File: src/rtl/avst_mult_pkg.sv
// avst_mult_pkg: shared FSM type, constants and sign helper for the Avalon-ST multiplier slave.
package avst_mult_pkg;
   typedef enum logic [1:0] {IDLE, CALC, PUSH} state_t;
   localparam int STATS_W = 32;
   localparam int MAG_W = 64;
   // Conditional two's-complement negate; callers truncate the result to their own width.
   function automatic logic [MAG_W-1:0] cond_neg(input logic [MAG_W-1:0] v, input logic neg);
      return neg ? -v : v;
   endfunction
endpackage

File: src/rtl/avst_mult_fifo.sv
// avst_mult_fifo: synchronous show-ahead FIFO; dout reads zero while empty.
module avst_mult_fifo #(
   parameter int WIDTH = 8,
   parameter int DEPTH = 4
) (
   input  logic                     clk,
   input  logic                     rst,
   input  logic                     push,
   input  logic                     pop,
   input  logic [WIDTH-1:0]         din,
   output logic [WIDTH-1:0]         dout,
   output logic [$clog2(DEPTH):0]   count
);
   localparam int AW = $clog2(DEPTH);
   logic [WIDTH-1:0] mem_q [DEPTH];
   logic [AW-1:0]    wr_q, rd_q;
   logic [AW:0]      count_q;
   logic             pop_ok;
   assign pop_ok = pop && count_q != '0;
   assign dout   = count_q != '0 ? mem_q[rd_q] : '0;
   assign count  = count_q;
   always_ff @(posedge clk)
      if (push) mem_q[wr_q] <= din;
   always_ff @(posedge clk)
      if (rst) begin
         wr_q    <= '0;
         rd_q    <= '0;
         count_q <= '0;
      end else begin
         wr_q    <= wr_q + AW'(push);
         rd_q    <= rd_q + AW'(pop_ok);
         count_q <= count_q + (AW+1)'(push) - (AW+1)'(pop_ok);
      end
endmodule

File: src/rtl/avalon_st_mult_slave.sv
// avalon_st_mult_slave: Avalon-ST shift-add multiplier with a show-ahead result FIFO.
// Define AVST_MULT_STATS_EN to add saturating ops_count/stall_count outputs.
module avalon_st_mult_slave
   import avst_mult_pkg::*;
#(
   parameter int SZ         = 32,
   parameter int FIFO_DEPTH = 4,
   parameter int SIGNED     = 0
) (
   input  logic                          clk,
   input  logic                          _rst,
   input  logic                          snk_valid,
   output logic                          snk_ready,
   input  logic [2*SZ-1:0]               snk_data,
   output logic                          src_valid,
   input  logic                          src_ready,
   output logic [2*SZ-1:0]               src_data,
   output logic                          busy,
   output logic [$clog2(FIFO_DEPTH):0]   fifo_count
`ifdef AVST_MULT_STATS_EN
   ,
   output logic [STATS_W-1:0]            ops_count,
   output logic [STATS_W-1:0]            stall_count
`endif
);
   localparam int CW = $clog2(SZ);
   localparam int FW = $clog2(FIFO_DEPTH) + 1;
   state_t           state_q;
   logic [2*SZ-1:0]  mcand_q, acc_q, acc_d, result;
   logic [SZ-1:0]    mplier_q, a, b, a_mag, b_mag;
   logic [CW-1:0]    cnt_q;
   logic             neg_q, sgn, accept;
   assign sgn       = SIGNED != 0;
   assign a         = snk_data[2*SZ-1:SZ];
   assign b         = snk_data[SZ-1:0];
   assign a_mag     = SZ'(cond_neg(MAG_W'(a), sgn && a[SZ-1]));
   assign b_mag     = SZ'(cond_neg(MAG_W'(b), sgn && b[SZ-1]));
   assign acc_d     = acc_q + (mplier_q[0] ? mcand_q : '0);
   assign result    = (2*SZ)'(cond_neg(MAG_W'(acc_q), neg_q));
   // Gating with reset keeps snk_ready low through the whole reset pulse.
   assign snk_ready = !_rst && state_q == IDLE && fifo_count != FW'(FIFO_DEPTH);
   assign accept    = snk_valid && snk_ready;
   assign busy      = state_q != IDLE;
   assign src_valid = fifo_count != '0;
   always_ff @(posedge clk)
      if (_rst) begin
         state_q  <= IDLE;
         mcand_q  <= '0;
         mplier_q <= '0;
         acc_q    <= '0;
         cnt_q    <= '0;
         neg_q    <= 1'b0;
      end else begin
         case (state_q)
            IDLE: if (accept) begin
               state_q  <= CALC;
               mcand_q  <= {SZ'(0), a_mag};
               mplier_q <= b_mag;
               acc_q    <= '0;
               cnt_q    <= '0;
               neg_q    <= sgn && (a[SZ-1] ^ b[SZ-1]);
            end
            CALC: begin
               acc_q    <= acc_d;
               mcand_q  <= mcand_q << 1;
               mplier_q <= mplier_q >> 1;
               cnt_q    <= cnt_q + 1'b1;
               if (cnt_q == CW'(SZ-1)) state_q <= PUSH;
            end
            PUSH:    state_q <= IDLE;
            default: state_q <= IDLE;
         endcase
      end
   avst_mult_fifo #(.WIDTH(2*SZ), .DEPTH(FIFO_DEPTH)) u_fifo (
      .clk   (clk),
      .rst   (_rst),
      .push  (state_q == PUSH),
      .pop   (src_ready),
      .din   (result),
      .dout  (src_data),
      .count (fifo_count)
   );
`ifdef AVST_MULT_STATS_EN
   always_ff @(posedge clk)
      if (_rst) begin
         ops_count   <= '0;
         stall_count <= '0;
      end else begin
         if (src_valid && src_ready && ops_count != '1) ops_count <= ops_count + 1'b1;
         if (src_valid && !src_ready && stall_count != '1) stall_count <= stall_count + 1'b1;
      end
`endif
endmodule

File: config.mk
export PLATFORM = sky130hd
export DESIGN_NAME = avalon_st_mult_slave
export DESIGN_NICKNAME = d
export VERILOG_FILES = /design/src/rtl/avst_mult_pkg.sv /design/src/rtl/avst_mult_fifo.sv /design/src/rtl/avalon_st_mult_slave.sv
export SDC_FILE = /design/constraint.sdc
export NUM_CORES = 1
export LEC_CHECK = 0
export BUFFER_PORTS_ARGS = -buffer_cell sky130_fd_sc_hd__buf_2
export CAP_MARGIN = 30
export CORE_ASPECT_RATIO = 0.9
export CORE_MARGIN = 2
export CORE_UTILIZATION = 25
export DETAILED_ROUTE_END_ITERATION = 6
export PLACE_DENSITY_LB_ADDON = 0.05
export SLEW_MARGIN = 10
export SYNTH_ARGS = -nofsm -noshare
export SYNTH_HDL_FRONTEND = slang
export SYNTH_HIERARCHICAL = 1
export SYNTH_SLANG_ARGS = --single-unit
export TNS_END_PERCENT = 5
File: constraint.sdc
create_clock -name clk -period 12.35 [get_ports clk]
set_input_delay 0.6175 -clock clk [delete_from_list [all_inputs] [get_ports clk]]
set_output_delay 0.6175 -clock clk [all_outputs]
set_load 0.05 [all_outputs]
==> key figures <==
Power
  – Pwr Density: between 100 and 150 mW/mm^2
  – Pleak: roughly 0.009 uW
  – Peak VDD IR: 0.0711 mV

Routing
  – Vias: roughly 14,000
  – Met3 WL: roughly 2500 um
  – Routed Antenna Nets: 0
  – Post-DR vias/cell: between 4 and 5
  – Met1 WL: approximately 30,000 um
  – Total wire length: roughly 58,000 um
  – Top Metal Used: met5
  – Initial DRC count: ~820
  – Met2 wire length: roughly 25,000 um
  – Remaining DRCs: 0
  – Pre-antenna DRT Iters: 4
  – Drt wl/cell: about 20 um

Synthesis
  – Yosys reg bits: 430
  – Synth top area share: 0.376
  – Synth Area in Simple Gates: 0.120
  – Top cells by area, synth: edfxtp_1 (38%), dfxtp_1 (17%), mux4_2 (7.1%)
  – Mapped cell area: slightly above 0.02 mm^2
  – Largest family of logic cells by synthesized area: compound AO/OA/AOI/OAI gates
  – Synth top cells by count: edfxtp_1 (256), dfxtp_1 (174), and2_1 (134)
  – Xor and xnor fraction of the mapped netlist area: 0.0260
  – Synth Instances: 1,715
  – EDFF count, synth: 256
  – Async SR Flop Fraction: 0
  – Area share of fa/ha/maj cells after synthesis: 0.0430
  – Yosys top cell by area: edfxtp_1
  – Yosys warnings: 6
  – Top-count cell post-synth: edfxtp_1
  – Syn_nets: 1,852
  – Unique masters post-synth: 70
  – Register area share after synthesis: 0.547
  – Synthesized area per cell: roughly 12 um^2
  – Top_reg_cell synth: edfxtp_1
  – Multiplexer area fraction after synthesis: 0.104
  – Complex-gate fraction of the synthesized area: 0.130

Placement
  – Port-buffer cells: approximately 140
  – DPL Wire Length: slightly below 40,000 um
  – Placed Instances: between 2,000 and 3,000
  – Gp weighted congestion: slightly below 0.8
  – Post-Place Cell Area: about 0.022 mm^2

Critical path
  – Crit. End Element: flop
  – Most used cell, CP: o21ai_0
  – R2R Path End: acc_q[54]
  – Crit path buf inv count: 1
  – End of the critical path: acc_q[54]
  – Reg2Reg Setup Slack: slightly below 8 ns
  – Slowest stage delay, CP: slightly below 0.9 ns
  – Max Fanout on Critical Path: 29
  – Worst Setup Path Type: flop to flop
  – Worst setup SP type: flop
  – CP Cell Sequence: and2_1, ha_1, inv_1, fa_1, nor2b_1, o31a_1, o21ai_0, o221ai_1, a31oi_1, o41ai_1, a21oi_1, o21bai_1, xnor2_1, o21ai_0
  – Critical Path Start: mplier_q[0]
  – Cell family with most CP delay: compound AO/OA/AOI/OAI gates
  – Cell count of the worst reg-to-reg path: 14
  – CP required: between 10 and 15 ns
  – CP Depth: 14
  – Highest-delay cell along the critical path: o41ai_1
  – CP Data Arrival Time: 5.00 ns
  – RR Startpoint: mplier_q[0]

Clocking
  – Post-CTS sizing: 0
  – Setup Buffers After CTS: 0
  – Clock transition at the registers of the reported paths: about 0.060 ns
  – TritonCTS Sinks: between 400 and 500
  – Clk buf depth: 3
  – Num CTS Buffers: 52
  – Clock root buffer: clkbuf_16
  – Cts hold-fix bufs: 0
  – CTS tree: yes
  – Worst skew pair latency: roughly 0.6 ns
  – H-tree Lvls: 2

STA
  – Worst-margin pin slew: approximately 0.96 ns
  – Setup_tns: 0 ns
  – Final Hold Fails: 0
  – Tmin final: between 4 and 5 ns
  – Rel. slew slack: 0.362
  – Layout Skew: slightly above 0.02 ns
  – # setup viols final: 0
  – Final worst-path cycle share: 0.371
  – Achievable Freq: between 0.2 and 0.25 GHz
  – Setup repair after global routing missed its margin: false
  – Slew Limit Fails: 0

Status
  – Status: complete, no violations

Floorplanning
  – Die Wd: between 300 and 400 um
  – Initial Utilization: 0.252
  – Die ar.: 0.0841 mm^2
  – Num ports: ~140
  – DIE HEIGHT: 275 um
  – Core ar.: 0.0810 mm^2
  – FP Rows: 99

Final layout
  – Finished Layout Cells: 2,915
  – Finished Core Util: 0.296
  – Final #Nets: roughly 1,900
  – Area Growth Syn to Fin: 17.2%
  – Design Area, Final: between 0.02 and 0.025 mm^2
  – Share of layout cells above drive strength 1: 0.177

GRT
  – Global-route wire length before repair: 90,500 um
  – Vias in the first global route: 14,200
  – Initial antenna violation count: 9
  – Remaining global-route overflow: 0
  – Largest net degree at the start of global routing: a little over 70
  – Total GRT Usage: 0.139

Min path
  – Worst Hold Class: primary input to flop

Flow run
  – Max cap viols: 0
-- stage by stage --
step                      hold WS [ns]  setup WS [ns]  power, uW
final                            0.348           7.77       3210
after global routing             0.335           7.33       3340
after CTS                        0.315           7.70       3280
after global placement           0.467           7.83       1700
after floorplan                  0.439           6.45       1650
after detailed placement         0.466           7.71       1700
-- cells in the final DEF, fill, tap and decap left out, types with 23 or more instances in the layout --
| master | synthesis | layout |
|---|---|---|
| edfxtp_1 | 256 | 256 |
| dfxtp_1 | 174 | 171 |
| buf_2 | 10 | 136 |
| and2_1 | 134 | 134 |
| nor2_1 | 119 | 117 |
| nand2_1 | 100 | 99 |
| a21oi_1 | 99 | 99 |
| a211oi_1 | 74 | 73 |
| o21ai_0 | 72 | 72 |
| ha_1 | 67 | 67 |
| mux2i_1 | 65 | 65 |
| mux4_2 | 64 | 64 |
| clkbuf_16 | 0 | 54 |
| nand3_1 | 43 | 43 |
| a22o_1 | 35 | 35 |
| xnor2_1 | 32 | 32 |
| a21o_1 | 30 | 30 |
| xor2_1 | 26 | 26 |
| inv_1 | 23 | 23 |
| nand4_1 | 23 | 23 |
-- power by group --
group	switching (uW)	internal, uW
combinational	76.9	45.9
clock	607	940
sequential	18.2	1520
-- how the worst min path moves through the flow --
stage | from | endpoint | slack, ns | depth (start not counted)
finish | snk_data[31] | mplier_q[31] | 0.35 | 3
global route | snk_data[17] | mplier_q[17] | 0.33 | 3
CTS | snk_data[17] | mplier_q[17] | 0.31 | 3
detailed placement | mcand_q[63] | mcand_q[63] | 0.47 | 1
global placement | cnt_q[3] | cnt_q[3] | 0.47 | 1
floorplan | cnt_q[3] | cnt_q[3] | 0.44 | 1
-- sequential cells by signal, indices dropped and copies added, names as in the netlist --
signal and cells:
u_fifo/mem_q 256, acc_q 64, mcand_q 64, mplier_q 32, cnt_q 5, u_fifo/count 3
state_q 2, u_fifo/rd_q 2, u_fifo/wr_q 2
-- metal layers --
metal / up-vias / global-route usage
met3: 80 / 0.0276
li1: 6643 / -
met2: 220 / 0.216
met1: 6734 / 0.199
met5: - / 0
met4: 16 / 0.0306
-- cell families after synthesis --
family                   count (synthesis)
AND/OR/NAND/NOR                        488
flip-flops                             430
AO/OA/AOI/OAI                          398
buffers and inverters                  139
multiplexers                           132
adder cells (fa/ha/maj)                 69
XOR/XNOR                                59
-- worst min-delay path: cells and delay by family --
family / cells / cell delay [ns]
buf+inv: 1 / 0.09
mux: 1 / 0.06
simple gates: 1 / 0.12
-- layout make-up --
class	instances	area [um^2]
Clock inverter	24	272
Sequential cell	430	11200
Clock buffer	72	1450
Timing Repair Buffer	159	911
Inverter	23	86.3
Tap cell	1060	1330
Fill cell	8342	57100
Multi-Input combinational cell	1146	8720
Antenna cell	1	2.50
No activity file was read; power rests on OpenSTA's default activity.
